### config.mk
export PLATFORM = sky130hd
export DESIGN_NAME = lfsr_step_ctrl_flat
export DESIGN_NICKNAME = d
export VERILOG_FILES = /design/src/rtl/lfsr_step_ctrl_if.sv /design/src/rtl/lfsr_step_ctrl.sv /design/src/flat_wrapper.sv
export SDC_FILE = /design/constraint.sdc
export NUM_CORES = 1
export LEC_CHECK = 0
export ABC_CLOCK_PERIOD_IN_PS = 2500
export CAP_MARGIN = 25
export CORE_UTILIZATION = 41
export CTS_CLUSTER_DIAMETER = 200
export DETAILED_ROUTE_END_ITERATION = 8
export GPL_TIMING_DRIVEN = 0
export PLACE_DENSITY = 0.82
export SYNTH_ARGS = -nofsm -noshare
export SYNTH_HDL_FRONTEND = slang
export SYNTH_SLANG_ARGS = --single-unit
### constraint.sdc
create_clock -name clock -period 2.5 [get_ports clock]
set_clock_uncertainty 0.2 [all_clocks]
set_input_delay 0.375 -clock clock [delete_from_list [all_inputs] [get_ports clock]]
set_output_delay 0.375 -clock clock [all_outputs]
set_load 0.005 [all_outputs]
### src/rtl/lfsr_step_ctrl_if.sv
// Job request / response channel between job logic and lfsr_step_ctrl.
// master: job issuer and response consumer; slave: the sequencer.
`timescale 1ns/1ps
interface lfsr_step_ctrl_if #(
    parameter int unsigned WIDTH = 8,
    parameter int unsigned CNT_W = 16
);
    logic             req_valid;
    logic             req_ready;
    logic [WIDTH-1:0] req_seed;
    logic [CNT_W-1:0] req_steps;
    logic             rsp_valid;
    logic             rsp_ready;
    logic [WIDTH-1:0] rsp_state;
    logic             rsp_zero_seed;

    modport master (
        output req_valid, req_seed, req_steps, rsp_ready,
        input  req_ready, rsp_valid, rsp_state, rsp_zero_seed
    );

    modport slave (
        input  req_valid, req_seed, req_steps, rsp_ready,
        output req_ready, rsp_valid, rsp_state, rsp_zero_seed
    );
endinterface

### src/rtl/lfsr_step_ctrl.sv
// Sequencer for one external LFSR: loads a seed, enables it for exactly N
// cycles, then presents the final state on a valid/ready response channel.
// Optional feature macro: LFSR_ZERO_GUARD_EN (replace all-zero seeds with 1).
`timescale 1ns/1ps
module lfsr_step_ctrl #(
    parameter int unsigned WIDTH = 8,
    parameter int unsigned CNT_W = 16
) (
    input  logic             clock,
    input  logic             reset_b,
    lfsr_step_ctrl_if.slave  bus,
    input  logic             abort,
    output logic             busy,
    output logic [WIDTH-1:0] lfsr_in,
    output logic             lfsr_load,
    output logic             lfsr_enable,
    input  logic [WIDTH-1:0] lfsr_out
);

    typedef enum logic [1:0] {
        IDLE = 2'd0,
        LOAD = 2'd1,
        RUN  = 2'd2,
        DONE = 2'd3
    } state_e;

    state_e           state_q, state_d;
    logic [WIDTH-1:0] seed_q, seed_d;
    logic [CNT_W-1:0] remaining_q, remaining_d;
`ifdef LFSR_ZERO_GUARD_EN
    logic             zero_q, zero_d;
`endif

    // State, seed and step-counter registers.
    always_ff @(posedge clock or negedge reset_b) begin
        if (!reset_b) begin
            state_q     <= IDLE;
            seed_q      <= '0;
            remaining_q <= '0;
        end else begin
            state_q     <= state_d;
            seed_q      <= seed_d;
            remaining_q <= remaining_d;
        end
    end

`ifdef LFSR_ZERO_GUARD_EN
    // Remembers that the current job's seed was substituted.
    always_ff @(posedge clock or negedge reset_b) begin
        if (!reset_b) begin
            zero_q <= 1'b0;
        end else begin
            zero_q <= zero_d;
        end
    end
`endif

    // Next-state logic: job capture, single load cycle, N enable cycles, hold result.
    always_comb begin
        state_d     = state_q;
        seed_d      = seed_q;
        remaining_d = remaining_q;
`ifdef LFSR_ZERO_GUARD_EN
        zero_d      = zero_q;
`endif
        case (state_q)
            IDLE: begin
                if (bus.req_valid) begin
                    remaining_d = bus.req_steps;
                    state_d     = LOAD;
`ifdef LFSR_ZERO_GUARD_EN
                    // An all-zero seed would lock an XOR LFSR at zero.
                    if (bus.req_seed == '0) begin
                        seed_d = WIDTH'(1);
                        zero_d = 1'b1;
                    end else begin
                        seed_d = bus.req_seed;
                        zero_d = 1'b0;
                    end
`else
                    seed_d      = bus.req_seed;
`endif
                end
            end
            LOAD: begin
                if (abort) begin
                    state_d = IDLE;
                end else if (remaining_q != '0) begin
                    state_d = RUN;
                end else begin
                    state_d = DONE;
                end
            end
            RUN: begin
                // remaining_q is at least 1 here, so the decrement cannot wrap.
                if (abort) begin
                    state_d = IDLE;
                end else begin
                    remaining_d = remaining_q - CNT_W'(1);
                    if (remaining_q == CNT_W'(1)) begin
                        state_d = DONE;
                    end
                end
            end
            DONE: begin
                if (bus.rsp_ready) begin
                    state_d = IDLE;
                end
            end
            default: state_d = IDLE;
        endcase
    end

    // Output decode from registered state; LFSR is frozen outside RUN.
    always_comb begin
        bus.req_ready     = 1'b0;
        bus.rsp_valid     = 1'b0;
        bus.rsp_state     = '0;
        bus.rsp_zero_seed = 1'b0;
        lfsr_load         = 1'b0;
        lfsr_enable       = 1'b0;
        lfsr_in           = seed_q;
        busy              = (state_q != IDLE);
        case (state_q)
            IDLE: bus.req_ready = 1'b1;
            LOAD: lfsr_load     = 1'b1;
            RUN:  lfsr_enable   = 1'b1;
            DONE: begin
                bus.rsp_valid     = 1'b1;
                bus.rsp_state     = lfsr_out;
`ifdef LFSR_ZERO_GUARD_EN
                bus.rsp_zero_seed = zero_q;
`endif
            end
            default: ;
        endcase
    end

endmodule
### src/flat_wrapper.sv
// flat-port wrapper written by rule: the top's interface ports become plain ports
module lfsr_step_ctrl_flat 
#(
    parameter int unsigned WIDTH = 8,
    parameter int unsigned CNT_W = 16
)
  (clock, reset_b, abort, busy, lfsr_in, lfsr_load, lfsr_enable, lfsr_out, bus_req_valid, bus_req_seed, bus_req_steps, bus_rsp_ready, bus_req_ready, bus_rsp_valid, bus_rsp_state, bus_rsp_zero_seed);
  lfsr_step_ctrl_if #(.WIDTH(WIDTH), .CNT_W(CNT_W)) bus_i ();
  input  logic clock;
  input  logic reset_b;
  input  logic abort;
  output logic busy;
  output logic [WIDTH-1:0] lfsr_in;
  output logic lfsr_load;
  output logic lfsr_enable;
  input  logic [WIDTH-1:0] lfsr_out;
  input wire logic [$bits(bus_i.req_valid)-1:0] bus_req_valid;
  input wire logic [$bits(bus_i.req_seed)-1:0] bus_req_seed;
  input wire logic [$bits(bus_i.req_steps)-1:0] bus_req_steps;
  input wire logic [$bits(bus_i.rsp_ready)-1:0] bus_rsp_ready;
  output wire logic [$bits(bus_i.req_ready)-1:0] bus_req_ready;
  output wire logic [$bits(bus_i.rsp_valid)-1:0] bus_rsp_valid;
  output wire logic [$bits(bus_i.rsp_state)-1:0] bus_rsp_state;
  output wire logic [$bits(bus_i.rsp_zero_seed)-1:0] bus_rsp_zero_seed;
  assign bus_i.req_valid = bus_req_valid;
  assign bus_i.req_seed = bus_req_seed;
  assign bus_i.req_steps = bus_req_steps;
  assign bus_i.rsp_ready = bus_rsp_ready;
  assign bus_req_ready = bus_i.req_ready;
  assign bus_rsp_valid = bus_i.rsp_valid;
  assign bus_rsp_state = bus_i.rsp_state;
  assign bus_rsp_zero_seed = bus_i.rsp_zero_seed;
  lfsr_step_ctrl #(.WIDTH(WIDTH), .CNT_W(CNT_W)) u_core (.clock(clock), .reset_b(reset_b), .bus(bus_i), .abort(abort), .busy(busy), .lfsr_in(lfsr_in), .lfsr_load(lfsr_load), .lfsr_enable(lfsr_enable), .lfsr_out(lfsr_out));
endmodule
* Word-level counts from Yosys, hierarchy flattened *
Cells that the tools add are included.

cells by class
  multiplexer cells = 15
  $add $sub $neg = 1
  reductions and logical operators = 7
  equality and inequality tests = 8

operators with widths
  kind                                                 count
  2-to-1 mux 16 bit                                    2
  one-hot mux 16 bit (2 select lines)                  1
  == test 16 x 1 -> 1 bit (second input constant)      1
  nonzero test 16 bit                                  1
  subtractor 16 x 1 -> 16 bit (second input constant)  1
  2-to-1 mux 2 bit                                     5
  2-to-1 mux 8 bit                                     1
  one-hot mux 2 bit (4 select lines)                   1
  != test 2 bit (second input constant)                3
  AND reduction 3 bit                                  2
  2-to-1 mux 1 bit                                     5
  == test 2 bit (second input constant)                2
  nonzero test 2 bit                                   2
  != test 3 x 2 -> 1 bit (second input constant)       1
  == test 2 x 1 -> 1 bit (second input constant)       1
  zero test 2 bit                                      1
  AND reduction 2 bit                                  1

word-level totals
  output and inout port bits = 22
  bits in registers = 26
  bits of input ports = 37
  logic and storage cells = 34

* Longest topological paths before layout *
Gate-level depths: netlist (run 1).

  depth after elaboration = 4
  depth in mapped cells = 9
  mapped depth without buffers = 6

* Worst setup path after synthesis (run 1) *
OpenSTA, ideal clock, no wires.

  path kind = register to register
  from = register u_core.state_q[1]
  to = register u_core.seed_q[0], in the netlist u_core.lfsr_in[0]
  arrival = 1,383 ps
  data required time = 2,175 ps
  period minus slack after synthesis = 1,708 ps
  cell stages (with the launch flop) = 7
  path buffers = 2
  path slack = 792 ps
  library setup time = 125 ps
  cell sequence = dfrtp_1 > buf_2 > or2_1 > inv_2 > and2_1 > buf_6 > mux2_4

between the ends
  longest elaborated chain between the ends = 2

RTL lines
  what                           line                  RTL
  start, declared                lfsr_step_ctrl.sv:27  state_e state_q, state_d;
  start signal, assigned         lfsr_step_ctrl.sv:41  state_q <= state_d;
  zero test 2 bit                lfsr_step_ctrl.sv:66  case (state_q)
  AND reduction 2 bit (no line)  -
  end signal, assigned           lfsr_step_ctrl.sv:38  seed_q <= '0;
  end signal, assigned           lfsr_step_ctrl.sv:42  seed_q <= seed_d;
  end, declared                  lfsr_step_ctrl.sv:28  logic [WIDTH-1:0] seed_q, seed_d;

Every way passes these cells.
A chain may end at the register's enable or synchronous reset.

* Worst setup path after layout (run 1) *
  from = register u_core.state_q[0]
  to = output lfsr_enable

between the ends
  longest elaborated chain between the ends = 2

RTL lines
  what              line                   RTL
  == test 2 bit     lfsr_step_ctrl.sv:124  case (state_q)
  2-to-1 mux 1 bit  lfsr_step_ctrl.sv:124
  end, declared     flat_wrapper.sv:15     output logic lfsr_enable;

Every way passes these cells.

==> results.tsv, run 1 <==
stage	metric	value	unit
floorplan	initial core utilization	0.442	
layout	most common cell after layout, fill and taps aside	clkdlybuf4s50_1	
grt	global-route wire length before repair	7160	um
layout	Sequential Area	652	um2
logic_synthesis	sequential-to-total area share from yosys stat	0.388	
placed_design	dpl hpwl	3180	um
placed_design	placed insts	281	
worst_setup_path	Critical Path Most Common Cell	buf_6	
logic_synthesis	Top FF cell, synth	dfrtp_1	
sta	final critical-path required period	2.43	ns
placed_design	gpl congestion	0.813	
layout	most frequent cells in the layout	clkdlybuf4s50_1, dfrtp_1, nor2_1, nand2_1, o21ai_0	
route	drt pass-1 iters	4	
sta	final setup TNS	0	ns
cts	CTS sink count	26	
cts	H-tree levels	1	
cts	root buffer cell	clkbuf_8	
floorplan	Rows	22	
cts	CTS tree	done	
route	# DRC	0	
pwr	Pleak	1.00	nW
logic_synthesis	syn_area_per_cell	9.59	um2
floorplan	area of the core	0.00380	mm2
logic_synthesis	FFs w/ async S/R, synth	1.00	
worst_setup_path	kind of critical path	reg -> out	
floorplan	chip width	66.0	um
layout	non-filler cells in the finished layout	287	
cts	Clock Path Buffers	2	
route	total length of routed wires	4350	um
route	Vias	1586	
route	vias per cell	5.53	
flow_run	max-cap check violation count	0	
worst_setup_path	WP data required	1.92	ns
layout	share of cells above drive strength 1	0.146	
logic_synthesis	Cells after Synth	175	
route	Routed Antenna Nets	0	
grt	maximum number of pins on one net before global-route repair	19	
floorplan	Die Span Y	66.0	um
layout	n_diodes	0	
route	DR iter-0 viols	66	
grt	GR Util All Layers	0.214	
grt	GR Overflow Total	0	
logic_synthesis	top cell type's share of synthesized area	0.388	
logic_synthesis	Netlist cell types	49	
worst_setup_path	crit path max fanout	10	
sta	final hold viol count	0	
cts	CTS Hold Buffers Added	0	
worst_setup_path	CP Launch Type	flip-flop	
worst_setup_path	worst path cell trace	nand2b_1, buf_4, inv_2, buf_6, buf_6, clkdlybuf4s50_1	
layout	fillers	328	
placed_design	Post-DP Area	0.00234	mm2
logic_synthesis	Synth Warn #	0	
grt	vias in the first global route	1549	
grt	initial antenna violation count	0	
layout	nets	279	
worst_setup_path	slowest stage delay, CP	0.51	ns
cts	CTS buffer count	3	
worst_setup_path	Worst Path Arrival	1.85	ns
worst_setup_path	CP Capture Type	output port	
layout	Area Growth Syn to Fin	44.6	%
sta	Achievable Freq	412	MHz
outcome	outcome	finished, final reports clean	
sta	Finish-stage setup viols	0	
pwr	Pwr Density	1120	mW/mm2
logic_synthesis	synthesized area	0.00168	mm2
sta	Max-slew headroom	0.634	
placed_design	PortBufs	57	
worst_setup_path	slowest stage cell, crit path	clkdlybuf4s50_1	
sta	worst slew pin tran	0.545	ns
layout	multi-input logic area	917	um2
sta	pins over their slew limit	0	
floorplan	die area	0.00435	mm2
logic_synthesis	number of flops mapped to enable cells by yosys	0	
hold_path	type of the worst min-delay path	in -> async	
logic_synthesis	cell taking the most area after synthesis	dfrtp_1	
layout	post-route core utilization	0.639	
sta	RSZ-0062 raised after global routing	false	
logic_synthesis	top post-synthesis cells by area	dfrtp_1, mux2_4, and3_1	
layout	design area	0.00243	mm2
sta	fin crit share	0.971	
cts	Worst-Skew Late Latency	0.27	ns
logic_synthesis	syn nets	214	
route	DR WL/cell	15.2	um
cts	Worst-path clk slew	0.10	ns
pwr	maximum vdd drop	0.000587	V
floorplan	Ports	59	
logic_synthesis	post-synthesis register bit count	26	
==> per-layer routing <==
metal / up-vias / part of all wire / global-route usage
met5: - / 0 / 0
met4: 0 / 0 / 0.0426
met3: 0 / 0.078 / 0.0483
met2: 61 / 0.47 / 0.379
met1: 749 / 0.45 / 0.264
li1: 776 / - / -
==> final cells by class <==
type	instances	area share
multi-input cells	131	0.378
plain buffers	12	0.0371
repair buffers	60	0.253
well taps	48	0.0248
flip-flops and latches	26	0.269
inverters	6	0.00928
clock inverters	1	0.0124
clock buffers	3	0.0170
==> state kept, by name (all words and copies together), names as in the netlist <==
name	flops
u_core.state_q	2
u_core.lfsr_in	8
u_core.remaining_q	16
==> through the flow <==
step | hold WS (ns) | power [mW] | worst slack [ns]
floorplan | -0.121 | 1.79 | 0.792
global placement | 0.289 | 2.27 | 0.299
detailed placement | 0.296 | 2.34 | 0.296
CTS | 0.244 | 2.72 | 0.0433
global route | 0.263 | 2.92 | 0.0122
finish | 0.236 | 2.71 | 0.0721
==> path summary, 6_finish.rpt <==
| check | from | to | slack, ns | cells past startpoint |
|---|---|---|---|---|
| min | reset_b | u_core.lfsr_in[3] | 0.24 | 1 |
| max in group asynchronous | reset_b | u_core.remaining_q[0] | 1.39 | 2 |
| min in group clock | u_core.lfsr_in[7] | u_core.lfsr_in[7] | 0.31 | 1 |
| max reg2reg | u_core.remaining_q[0] | u_core.remaining_q[14] | 0.50 | 6 |
| min reg2reg | u_core.lfsr_in[7] | u_core.lfsr_in[7] | 0.31 | 1 |
| max | u_core.state_q[0] | lfsr_enable | 0.07 | 6 |
==> cells in the mapped netlist, drive strengths merged, types with 5 or more instances <==
cell type and number:
nor2 13, nor3 5, dfrtp 26, and3 10, nand2 12, a2bb2oi 6
buf 10, a21oi 12, mux2 8, inv 6, nand2b 6, o22ai 7
o21ai 14
==> power breakdown <==
| part | internal, mW | leakage [nW] | total, mW | switching [mW] |
|---|---|---|---|---|
| Clock | 0.214 | 0.0357 | 0.353 | 0.138 |
| Sequential | 0.632 | 0.305 | 0.856 | 0.224 |
| Combinational | 0.811 | 0.660 | 1.50 | 0.693 |
==> kinds of logic (layout without fill, tap and decap cells) <==
family / count (synthesis) / count (layout) / share of synthesized area
simple gates: 64 / 64 / 0.233
compound gates: 55 / 55 / 0.218
flops: 26 / 26 / 0.388
buf+inv: 18 / 82 / 0.0656
mux: 9 / 9 / 0.0776
fa+ha+maj: 2 / 2 / 0.0149
other cells: 1 / 1 / 0.00223
==> critical path: cells and delay by family (launching register included) <==
kind / cells / cell delay (ns)
and+or+nand+nor: 1 / 0.14
buffers and inverters: 5 / 1.02
DFF: 1 / 0.41
==> what timing repair did <==
item                                    in CTS  in global routing
gates resized for setup                      1                  2
endpoints found under the setup margin       1                  1
buffers inserted                             2                  0
Power figures use the tool's default switching activity.
==> run 2, diff against run 1 <==
Settings changed: CORE_MARGIN from default to 1.
==> results of run 2 <==
The final DEF is identical to that of run 1; final timing and power are the same.
==> run 3, diff against run 2 <==
Settings changed: SLEW_MARGIN from default to 20.
==> results.tsv, run 3 (synthesis gave the netlist of run 1 again) <==
stage	metric	value	unit	change
grt	maximum number of pins on one net before global-route repair	27		was 19
grt	GR Overflow Total	0		unchanged
sta	worst slew pin tran	0.626	ns	was 0.545 ns
layout	multi-input logic area	917	um2	unchanged
floorplan	chip width	66.0	um	unchanged
placed_design	PortBufs	57		unchanged
flow_run	max-cap check violation count	0		unchanged
sta	RSZ-0062 raised after global routing	false		unchanged
sta	pins over their slew limit	0		unchanged
route	Routed Antenna Nets	0		unchanged
hold_path	hold path depth	1		
worst_setup_path	CP Capture Type	output port		unchanged
worst_setup_path	CP Launch Type	flip-flop		unchanged
layout	share of cells above drive strength 1	0.146		unchanged
outcome	outcome	finished, final reports clean		unchanged
worst_setup_path	kind of critical path	reg -> out		unchanged
worst_setup_path	Worst Path Arrival	1.86	ns	was 1.85 ns
floorplan	Rows	22		unchanged
worst_setup_path	Reg2Reg Depth	6		unchanged
sta	final hold viol count	0		unchanged
route	DR WL/cell	15.0	um	was 15.2 um
floorplan	Die Span Y	66.0	um	unchanged
cts	CTS tree	done		unchanged
layout	nets	279		unchanged
worst_setup_path	WP data required	1.92	ns	about the same
cts	CTS sink count	26		unchanged
layout	most common cell after layout, fill and taps aside	clkdlybuf4s50_1		unchanged
cts	Worst-Skew Late Latency	0.28	ns	was 0.27 ns
sta	final setup TNS	0	ns	unchanged
route	# DRC	0		unchanged
sta	Finish-stage setup viols	0		unchanged
sta	fin crit share	0.972		was 0.971
floorplan	die area	0.00435	mm2	unchanged
worst_setup_path	RR Startpoint	u_core.remaining_q[1]		was u_core.remaining_q[0]
layout	n_diodes	0		unchanged
route	drt pass-1 iters	4		unchanged
cts	Worst-path clk slew	0.09	ns	was 0.10 ns
route	Vias	1599		was 1586
route	total length of routed wires	4310	um	was 4350 um
pwr	Pwr Density	1130	mW/mm2	was 1120 mW/mm2
sta	Achievable Freq	412	MHz	about the same
route	DR iter-0 viols	56		was 66
sta	worst hold slack	0.320	ns	was 0.236 ns
route	vias per cell	5.57		was 5.53
placed_design	dpl hpwl	3060	um	was 3180 um
floorplan	area of the core	0.00380	mm2	unchanged
layout	most frequent cells in the layout	clkdlybuf4s50_1, dfrtp_1, nor2_1, nand2_1, o21ai_0		unchanged
hold_path	Hold EP	u_core.lfsr_in[1]		
layout	Area Growth Syn to Fin	43.3	%	was 44.6%
cts	root buffer cell	clkbuf_8		unchanged
cts	H-tree levels	1		unchanged
grt	GR Util All Layers	0.214		about the same
layout	fillers	333		was 328
sta	final critical-path required period	2.43	ns	about the same
grt	vias in the first global route	1510		was 1549
pwr	maximum vdd drop	0.000523	V	was 0.000587 V
grt	initial antenna violation count	0		unchanged
grt	global-route wire length before repair	7110	um	was 7160 um
floorplan	Ports	59		unchanged
layout	max FFs per register	16		unchanged
hold_path	type of the worst min-delay path	reg -> reg		was in -> async
cts	Clock Path Buffers	2		unchanged
worst_setup_path	crit path max fanout	10		unchanged
hold_path	Hold Startpoint	u_core.lfsr_in[1]		
worst_setup_path	Crit Reg-Reg Endpoint	u_core.remaining_q[14]		unchanged
placed_design	gpl congestion	0.813		unchanged
layout	Largest Register	u_core.remaining_q		unchanged
layout	Sequential Area	652	um2	unchanged
worst_setup_path	R2R Setup Slk	0.50	ns	about the same
pwr	Pleak	0.992	nW	was 1.00 nW
floorplan	initial core utilization	0.442		unchanged
layout	post-route core utilization	0.633		was 0.639
cts	CTS buffer count	3		unchanged
sta	Max-slew headroom	0.583		was 0.634
==> run 3: changes by cell type in the layout (fill, tap and decap cells not counted) <==
cell	previous run	this run
buf_16	1	0
buf_2	3	4
clkdlybuf4s50_1	57	56
dlygate4sd3_1	0	1
==> run 3: where the power goes <==
group	switching, mW	total, mW	internal [mW]
clock network	0.144	0.358	0.215
logic	0.690	1.50	0.807
registers	0.222	0.854	0.632
total	1.06	2.71	1.65
==> run 3: area by class of cell <==
class,instances,share of cell area
repair buffers,60,0.246
flip-flops and latches,26,0.271
well taps,48,0.0250
inverters,6,0.00937
plain buffers,12,0.0375
multi-input cells,131,0.382
clock buffers,3,0.0172
clock inverters,1,0.0125
==> run 3: what timing repair did <==
| action | CTS | global route |
|---|---|---|
| hold buffers | 1 | 0 |
| endpoints found under the hold margin | 26 | 0 |
| endpoints found under the setup margin | 1 | 2 |
| setup buffers | 2 | 0 |
| gates resized for setup | 1 | 2 |
==> run 3: worst max-delay path by stage <==
stage,startpoint,to,slack (ns),cells after the start
global route,u_core.state_q[1],lfsr_enable,0.003,7
CTS,u_core.state_q[1],lfsr_enable,0.04,7
finish,u_core.state_q[1],lfsr_enable,0.07,7
floorplan,u_core.state_q[1],u_core.lfsr_in[0],0.79,6
global placement,u_core.state_q[0],lfsr_enable,0.30,6
detailed placement,u_core.state_q[0],lfsr_enable,0.30,6
==> run 3: per-stage QoR <==
| stage | total power [mW] | std cells | setup slack, ns | instance area (um2) |
|---|---|---|---|---|
| global placement | 2.27 | 280 | 0.299 | 2310 |
| finish | 2.71 | 287 | 0.0700 | 2400 |
| global route | 2.92 | 287 | 0.00348 | 2400 |
| CTS | 2.71 | 287 | 0.0376 | 2400 |
| detailed placement | 2.33 | 280 | 0.296 | 2300 |
| floorplan | 1.79 | 175 | 0.792 | 1680 |
==> run 3: routing by layer <==
| metal | track usage | vias to the layer above | wire, um |
|---|---|---|---|
| met1 | 0.274 | 754 | 1880 |
| met3 | 0.0379 | 5 | 342 |
| met2 | 0.372 | 68 | 2040 |
| met4 | 0.0479 | 0 | 40 |
| li1 | - | 772 | - |
| met5 | 0 | - | 0 |
==> run 3: critical path: stages (launching register included) <==
cell and delay [ns]:
dfrtp_1 0.33, buf_4 0.15, nand2b_1 0.07, buf_4 0.17, inv_2 0.06, buf_6 0.14, buf_6 0.15, clkdlybuf4s50_1 0.50
